<file path="src/rtl/mlaccel_spi_slave.sv">
// mlaccel_spi_slave: SPI mode-0 target front end for the accelerator command path.
//
// The spi_csb, spi_clk and spi_mosi pins are oversampled in the clock domain.
// MOSI is deserialised into bytes for the command FSM, and the first byte of each
// transaction is flagged with din_start. Reply bytes are serialised onto MISO,
// MSB first. During the command phase, MISO reads 0x00.
//
// Optional feature: define MLACCEL_SPI_GLITCHFILT_EN to insert a 3-sample majority
// filter after the spi_clk synchroniser. The filter rejects 1-cycle SCK glitches
// and adds 1 cycle to every SCK-derived latency.
//
// Ports:
//   clock, reset           system clock; synchronous active-high reset
//   active                 synchronised chip select is asserted (CSB low)
//   spi_csb/clk/mosi/miso  SPI pins (mode 0)
//   din_valid/start/data   received byte strobe, first-byte flag, byte
//   dout_valid/ready/data  reply byte handshake (ready pulses when tx loads)
module mlaccel_spi_slave #(
    parameter int unsigned SYNC_STAGES = 2
) (
    input  logic       clock,
    input  logic       reset,
    output logic       active,
    input  logic       spi_csb,
    input  logic       spi_clk,
    input  logic       spi_mosi,
    output logic       spi_miso,
    output logic       din_valid,
    output logic       din_start,
    output logic [7:0] din_data,
    input  logic       dout_valid,
    output logic       dout_ready,
    input  logic [7:0] dout_data
);

    typedef enum logic [0:0] {StIdle, StXfer} state_e;

    state_e state_q, state_d;

    logic [SYNC_STAGES-1:0] csb_sync_q, sck_sync_q, mosi_sync_q, flush_q;
    logic       csb_s, sck_s, mosi_s, sck_f;
    logic       sck_prev_q, csb_prev_q;
    logic       sck_rise, sck_fall, csb_fall, armed;

    logic [2:0] bit_cnt_q, bit_cnt_d;
    logic [7:0] rx_q, rx_d, tx_q, tx_d, din_data_q, din_data_d;
    logic       lockout_q, lockout_d, first_q, first_d, got_byte_q, got_byte_d;
    logic       byte_done_q, byte_done_d, byte_first_q, byte_first_d;
    logic       din_valid_q, din_valid_d, din_start_q, din_start_d;
    logic       dout_ready_q, dout_ready_d, miso_q, miso_d;

    assign csb_s  = csb_sync_q[SYNC_STAGES-1];
    assign sck_s  = sck_sync_q[SYNC_STAGES-1];
    assign mosi_s = mosi_sync_q[SYNC_STAGES-1];

`ifdef MLACCEL_SPI_GLITCHFILT_EN
    logic [1:0] sck_hist_q;
    // Majority of the current sample and the two before it: a 1-cycle pulse never wins.
    assign sck_f = (sck_s & sck_hist_q[0]) | (sck_s & sck_hist_q[1]) |
                   (sck_hist_q[0] & sck_hist_q[1]);
    always_ff @(posedge clock) begin
        if (reset) sck_hist_q <= 2'b00;
        else       sck_hist_q <= {sck_hist_q[0], sck_s};
    end
`else
    assign sck_f = sck_s;
`endif

    assign sck_rise = sck_f & ~sck_prev_q;
    assign sck_fall = ~sck_f & sck_prev_q;
    assign csb_fall = csb_prev_q & ~csb_s;
    assign armed    = (state_q == StXfer) & ~csb_s;

    // FSM next state
    always_comb begin
        state_d = state_q;
        case (state_q)
            StIdle:  if (csb_fall && !lockout_q) state_d = StXfer;
            StXfer:  if (csb_s) state_d = StIdle;
            default: state_d = StIdle;
        endcase
    end

    // Datapath next state
    always_comb begin
        bit_cnt_d    = bit_cnt_q;
        rx_d         = rx_q;
        tx_d         = tx_q;
        first_d      = first_q;
        got_byte_d   = got_byte_q;
        byte_first_d = byte_first_q;
        byte_done_d  = 1'b0;
        dout_ready_d = 1'b0;
        din_valid_d  = byte_done_q;
        din_start_d  = byte_done_q & byte_first_q;
        din_data_d   = byte_done_q ? rx_q : din_data_q;
        miso_d       = armed & tx_q[7];
        // The lockout stays set until the flushed synchroniser shows CSB high.
        // A transaction that was in flight at reset is therefore never joined.
        lockout_d    = lockout_q & ~(flush_q[SYNC_STAGES-1] & csb_s);

        if (state_q == StIdle) begin
            bit_cnt_d  = 3'd0;
            got_byte_d = 1'b0;
            tx_d       = 8'h00;
            first_d    = csb_fall & ~lockout_q;
        end else if (armed) begin
            if (sck_rise) begin
                rx_d      = {rx_q[6:0], mosi_s};
                bit_cnt_d = bit_cnt_q + 3'd1;
                if (bit_cnt_q == 3'd7) begin
                    byte_done_d  = 1'b1;
                    byte_first_d = first_q;
                    first_d      = 1'b0;
                    got_byte_d   = 1'b1;
                end
            end
            if (sck_fall) begin
                if (bit_cnt_q != 3'd0) begin
                    tx_d = {tx_q[6:0], 1'b0};
                end else if (got_byte_q) begin
                    // Byte boundary: load the reply, or 0x00 without consuming upstream.
                    tx_d         = dout_valid ? dout_data : 8'h00;
                    dout_ready_d = dout_valid;
                end
            end
        end else begin
            // CSB is rising this cycle. Any partial byte is dropped.
            bit_cnt_d = 3'd0;
        end
    end

    always_ff @(posedge clock) begin
        if (reset) begin
            state_q      <= StIdle;
            csb_sync_q   <= '1;
            sck_sync_q   <= '0;
            mosi_sync_q  <= '0;
            flush_q      <= '0;
            sck_prev_q   <= 1'b0;
            csb_prev_q   <= 1'b1;
            bit_cnt_q    <= 3'd0;
            rx_q         <= 8'h00;
            tx_q         <= 8'h00;
            lockout_q    <= 1'b1;
            first_q      <= 1'b0;
            got_byte_q   <= 1'b0;
            byte_done_q  <= 1'b0;
            byte_first_q <= 1'b0;
            din_valid_q  <= 1'b0;
            din_start_q  <= 1'b0;
            din_data_q   <= 8'h00;
            dout_ready_q <= 1'b0;
            miso_q       <= 1'b0;
        end else begin
            state_q      <= state_d;
            csb_sync_q   <= {csb_sync_q[SYNC_STAGES-2:0], spi_csb};
            sck_sync_q   <= {sck_sync_q[SYNC_STAGES-2:0], spi_clk};
            mosi_sync_q  <= {mosi_sync_q[SYNC_STAGES-2:0], spi_mosi};
            flush_q      <= {flush_q[SYNC_STAGES-2:0], 1'b1};
            sck_prev_q   <= sck_f;
            csb_prev_q   <= csb_s;
            bit_cnt_q    <= bit_cnt_d;
            rx_q         <= rx_d;
            tx_q         <= tx_d;
            lockout_q    <= lockout_d;
            first_q      <= first_d;
            got_byte_q   <= got_byte_d;
            byte_done_q  <= byte_done_d;
            byte_first_q <= byte_first_d;
            din_valid_q  <= din_valid_d;
            din_start_q  <= din_start_d;
            din_data_q   <= din_data_d;
            dout_ready_q <= dout_ready_d;
            miso_q       <= miso_d;
        end
    end

    assign active     = ~csb_s;
    assign spi_miso   = miso_q;
    assign din_valid  = din_valid_q;
    assign din_start  = din_start_q;
    assign din_data   = din_data_q;
    assign dout_ready = dout_ready_q;

endmodule

</file>
<file path="config.mk">
export PLATFORM = sky130hd
export DESIGN_NAME = mlaccel_spi_slave
export DESIGN_NICKNAME = d
export VERILOG_FILES = /design/src/rtl/mlaccel_spi_slave.sv
export SDC_FILE = /design/constraint.sdc
export NUM_CORES = 1
export LEC_CHECK = 0
export CAP_MARGIN = 15
export CORE_MARGIN = 2
export CORE_UTILIZATION = 40
export CTS_CLUSTER_DIAMETER = 50
export CTS_CLUSTER_SIZE = 16
export DETAILED_ROUTE_END_ITERATION = 8
export PLACE_DENSITY = 0.7
export SLEW_MARGIN = 15
export SYNTH_ARGS = -nofsm -noshare
export SYNTH_HDL_FRONTEND = slang
export SYNTH_SLANG_ARGS = --single-unit
</file>
<file path="constraint.sdc">
create_clock -name clock -period 1.7 [get_ports clock]
set_input_delay 0.17 -clock clock [delete_from_list [all_inputs] [get_ports clock]]
set_output_delay 0.17 -clock clock [all_outputs]
set_load 0.01 [all_outputs]
</file>
Word-level counts from Yosys, hierarchy flattened
Index checks and enable logic that the tools add are counted.
Operators by class
  add/subtract/negate cells: 1
  equal/unequal tests: 4
  mux-type cells: 12
  bitwise logic cells: 19
  reduce and logical (&&, ||, !) cells: 13
Operators by type and width (number)
  8-bit two-way mux: 3
  3-bit AND reduction: 4
  1-bit inverter: 10
  1-bit bitwise AND: 9
  1-bit two-way mux: 8
  2-bit by 1-bit != test with 1-bit output, second input constant: 3
  6-bit OR reduction: 1
  4-bit AND reduction: 1
  4-bit OR reduction: 1
  3-bit by 1-bit adder with 3-bit output, second input constant: 1
  3-bit == test, second input constant: 1
  3-bit nonzero test: 1
  3-bit OR reduction: 1
  1-bit one-hot mux with 2 select lines: 1
  2-bit nonzero test: 1
  2-bit OR reduction: 1
  1-bit logical AND: 1
  1-bit logical NOT: 1
Storage, ports and cells
  bits in registers: 47
  bits of input ports: 14
  output and inout bits: 13
  logic and storage cells: 70

Logic depth before layout (Yosys ltp)
  depth in word-level cells: 5
  gate-level depth with buffers: 8
  depth with buffers taken out: 5

Least setup slack after synthesis
No wires, ideal clock.
  kind: flip-flop to flip-flop
  start point: register bit_cnt_q[0]
  end point: register tx_q[1]
  data arrival time: 1.574 ns
  data required time: 1.612 ns
  setup slack: 0.038 ns
  stages on the path, launching flop included: 9
  clock period less this slack: 1.662 ns
  path through: dfxtp_1 -> inv_1 -> ha_1 -> buf_4 -> or3b_1 -> buf_6 -> and2_1 -> buf_6 -> a311oi_2
On the way
  word-level cells in the longest chain between the ends: 3
  elaborated cells on any way between the ends: 4
  those cells by class: mux: 1; reduce/logical: 3
Ends and longest elaborated chain
  start, declared: line 45  | logic [2:0] bit_cnt_q, bit_cnt_d;
  start signal, assigned: line 163  | bit_cnt_q <= bit_cnt_d;
  3-bit nonzero test *: line 119  | if (bit_cnt_q != 3'd0) begin
  2-bit nonzero test (no source line)
  3-bit AND reduction (no source line)
  end signal, assigned: line 165  | tx_q <= tx_d;
  end, declared: line 46  | logic [7:0] rx_q, rx_d, tx_q, tx_d, din_data_q, din_data_d;
Every way passes the cells marked *; elsewhere a longest branch is shown, timed or not.
A chain may end at the register's enable or synchronous reset.

Worst setup path after layout
  start point: register csb_sync_q[1]
  end point: output active
On the way
  word-level cells in the longest chain between the ends: 1
Ends and longest elaborated chain
  start, declared: line 40  | logic [SYNC_STAGES-1:0] csb_sync_q, sck_sync_q, mosi_sync_q, flush_q;
  start signal, assigned: line 157  | csb_sync_q <= {csb_sync_q[SYNC_STAGES-2:0], spi_csb};
  1-bit inverter: line 179  | assign active = ~csb_s;
  end, declared: line 23  | output logic active,
Every way passes these cells.

==> run summary <==
- launching element type of the critical path: flip-flop
- instance count of the mapped netlist: 177
- post-DR vias/cell: 5.01
- via count: 1298
- number of buffers inserted by hold repair at cts: 0
- count of flip-flops with a built-in enable after synthesis: 0
- Final GP Congestion: 0.779
- share of synthesized area occupied by flip-flops and latches: 0.516
- number of antenna violations at the first check in global routing: 0
- global routing's busiest layer: met2
- DIE WIDTH: 71.5 um
- GR Util met1: 0.168
- number of setup violations in the final report: 0
- family with the most delay on the worst path: buffers and inverters
- internal power consumption: 1.45 mW
- met2 Resource Use GR: 0.197
- total count of hold-check failures in the final report: 0
- vias in the first global route: 1219
- clock-pin transition on the worst setup and hold timing paths: 0.08 ns
- Buf+Inv Stages, Crit Path: 3
- net switching component of the power: 0.417 mW
- number of distinct library cells after synthesis: 32
- Initial Util: 0.416
- FP Rows: 24
- net switching share of the total power: 0.223
- required time of the critical path: 1.53 ns
- total of flip-flops plus latches after synthesis: 47
- measured slew at the worst slew-check pin: 0.478 ns
- data arrival time of the critical path: 1.40 ns
- area taken by flip-flops and latches: 941 um2
- global router's overall resource usage: 0.131
- DIE AREA: 5120 um2
- fraction of layout instances using a drive strength above 1: 0.135
- maximum vdd ir drop: 568 uV
- Core Box Area: 4380 um2
- critical-path cell with the highest stage delay: clkdlybuf4s50_1
- clock latency on the worst-skew pair: 0.31 ns
- Filler Cells Inserted: 418
- normalized max-slew margin: 0.681
- final clock period utilization by the worst path: 0.925
- Final Critical Period: 1.57 ns
- static power due to leakage: 0.773 nW
- Overflow after GRT: 0
- Crit Path Category: flip-flop to output pin
- Critical Path Max Stage Delay: 0.52 ns
- Detailed Routing Iterations Pass 1: 4
- setup_tns: 0 ns
- share of the synthesized netlist area taken by xor and xnor gates: 0.00480
- share of synthesized cell area in full adder, half adder and majority cells: 0.0206
- result of the run: complete, no violations
- worst hold path type: input pin to flip-flop
- Resized cells post-CTS: 0
- synthesized area per cell: 10.3 um2
- synthesized net count: 194
- detailed placer's ending HPWL: 2130 um
- Compound-Gate Fraction of Synth Area: 0.0988
- count of maximum capacitance violations: 0
- drt total wl: 3100 um
- met3 Use GR: 0.0436
- clock tree buffer depth: 2
- Clock Root Buffer: clkbuf_8
- number of DRC violations after detailed-routing iteration 0: 93
- Layout Area Growth over Synthesis: 23.0%
- Post-CTS Setup Repair Bufs: 0
- wire length of the first global-routing pass: 5290 um
- chip height: 71.5 um
- cell-by-cell listing of the critical path: buf_4 -> inv_2 -> clkdlybuf4s50_1
- highest fanout seen on the critical path: 7
- setup repair after global routing missed its margin: false
- NumNets Final: 223
- remaining antenna violation count: 0
- sequential cell fraction of total power: 0.599
- final antenna diode count: 0
- Power Density: 831 nW/um2
- maximum clock frequency: 636 MHz
- mux contribution to synthesized area: 0.0988
- I/O pin cnt: 27
- area of the multi-input gates: 793 um2
- largest family of logic cells by synthesized area: simple AND/OR/NAND/NOR gates
- clock sinks: 47
- worst clock skew on the final layout: 0.0118 ns
- Max Transition Viols Final: 0
- port buffer count: 26
- fraction of registers with async set or reset after synthesis: 0
- post-route DRC violation count: 0
- mapped cell area: 1820 um2
- CTS H-Tree Depth: 2
- category of the worst setup path capture point: output pin
- largest net degree at the start of global routing: 19
- mean routed wirelength per cell: 11.9 um
- Clock power frac: 0.358
- slack of the worst reg-to-reg path: 0.17 ns
- fraction of the mapped netlist area in simple logic gates: 0.209
- CTS buffer count: 5
- worst setup slack after layout: 0.128 ns
- logic gate share of total power: 0.043
- pre-CTS worst setup slack: 0.183 ns
- YS warnings: 0
- clock tree from TritonCTS: done
- most common flop cell mapped by yosys: dfxtp_1
-- worst reg2reg max path, stage by stage (launching register included) --
cell      delay [ns]
dfxtp_1         0.34
inv_1           0.07
ha_1            0.16
or3b_1          0.36
and2_1          0.30
a311oi_2        0.24
-- placed cells by master, fill, tap and decap left out, drive strengths merged, types with 2 or more instances in the layout --
cell type	count
nor3	3
nand2b	2
buf	10
ha	3
nand3	2
clkbuf	5
nor2b	8
a311oi	7
dfxtp	47
nand4b	7
mux2i	18
clkinv	2
a21oi	10
nand2	13
nor4bb	2
and2	2
nor2	21
inv	7
or2	2
clkdlybuf4s50	26
-- flip-flops by register name, indices dropped and copies added (netlist names), 2 cells and up --
| register | flops |
|---|---|
| mosi_sync_q | 2 |
| tx_q | 8 |
| sck_sync_q | 2 |
| flush_q | 2 |
| bit_cnt_q | 3 |
| din_data | 8 |
| csb_sync_q | 2 |
| rx_q | 8 |
-- metrics by stage --
| step | util | cells | cell area [um2] | total power, mW | hold WS [ns] |
|---|---|---|---|---|---|
| finish | 0.512 | 259 | 2240 | 1.86 | 0.417 |
| global route | 0.512 | 259 | 2240 | 1.94 | 0.439 |
| CTS | 0.512 | 259 | 2240 | 1.89 | 0.404 |
| detailed placement | 0.492 | 251 | 2160 | 1.22 | 0.406 |
| global placement | 0.492 | 251 | 2160 | 1.22 | 0.386 |
| floorplan | - | 177 | 1820 | 1.18 | 0.267 |
-- cells in the mapped netlist (3+ instances only) --
cell | n | area (um2)
a311oi_2 | 7 | 105
ha_1 | 3 | 37.5
dfxtp_1 | 47 | 941
mux2i_1 | 18 | 180
nor3_1 | 3 | 15.0
a21oi_1 | 10 | 50.1
nand4b_1 | 7 | 61.3
nor2_1 | 21 | 78.8
nand2_1 | 13 | 48.8
inv_1 | 4 | 15.0
nor2b_1 | 8 | 50.1
buf_1 | 3 | 11.3
clkbuf_1 | 6 | 22.5
-- logic make-up (layout without fill, tap and decap cells) --
family,Yosys count,count (layout)
compound gates,20,20
xor+xnor,1,1
fa+ha+maj,3,3
buf+inv,20,50
flops,47,47
mux,18,18
simple gates,68,68
-- power by group through the flow --
| stage | registers (mW) | clock network [mW] | logic [mW] |
|---|---|---|---|
| after floorplan | 1.14 | 0 | 0.0384 |
| after global placement | 1.14 | 0 | 0.0796 |
| after detailed placement | 1.14 | 0 | 0.0803 |
| after CTS | 1.12 | 0.696 | 0.0806 |
| after global routing | 1.12 | 0.732 | 0.0870 |
| final | 1.12 | 0.667 | 0.0800 |
-- per-layer routing --
layer	part of all wire	up-vias
met5	0	-
met4	0.022	0
met3	0.027	6
met2	0.46	20
met1	0.49	610
li1	-	662
-- path summary, 6_finish.rpt --
path / startpoint / to / cells past startpoint
worst min-delay path: spi_mosi / mosi_sync_q[0]$_SDFF_PP0_ / 2
worst min register to register: csb_sync_q[0]$_SDFF_PP1_ / csb_sync_q[1]$_SDFF_PP1_ / 1
worst max register to register: bit_cnt_q[0]$_SDFFE_PP0P_ / tx_q[6]$_SDFFE_PP0P_ / 5
worst max-delay path: csb_sync_q[1]$_SDFF_PP1_ / active / 3
-- cell type report --
cell class | count | share of cell area
Sequential cell | 47 | 0.419
Multi-Input combinational cell | 110 | 0.353
Timing Repair Buffer | 36 | 0.149
Clock buffer | 5 | 0.0307
Tap cell | 52 | 0.0290
Inverter | 6 | 0.0100
Clock inverter | 3 | 0.00836
Power figures use the tool's default switching activity.
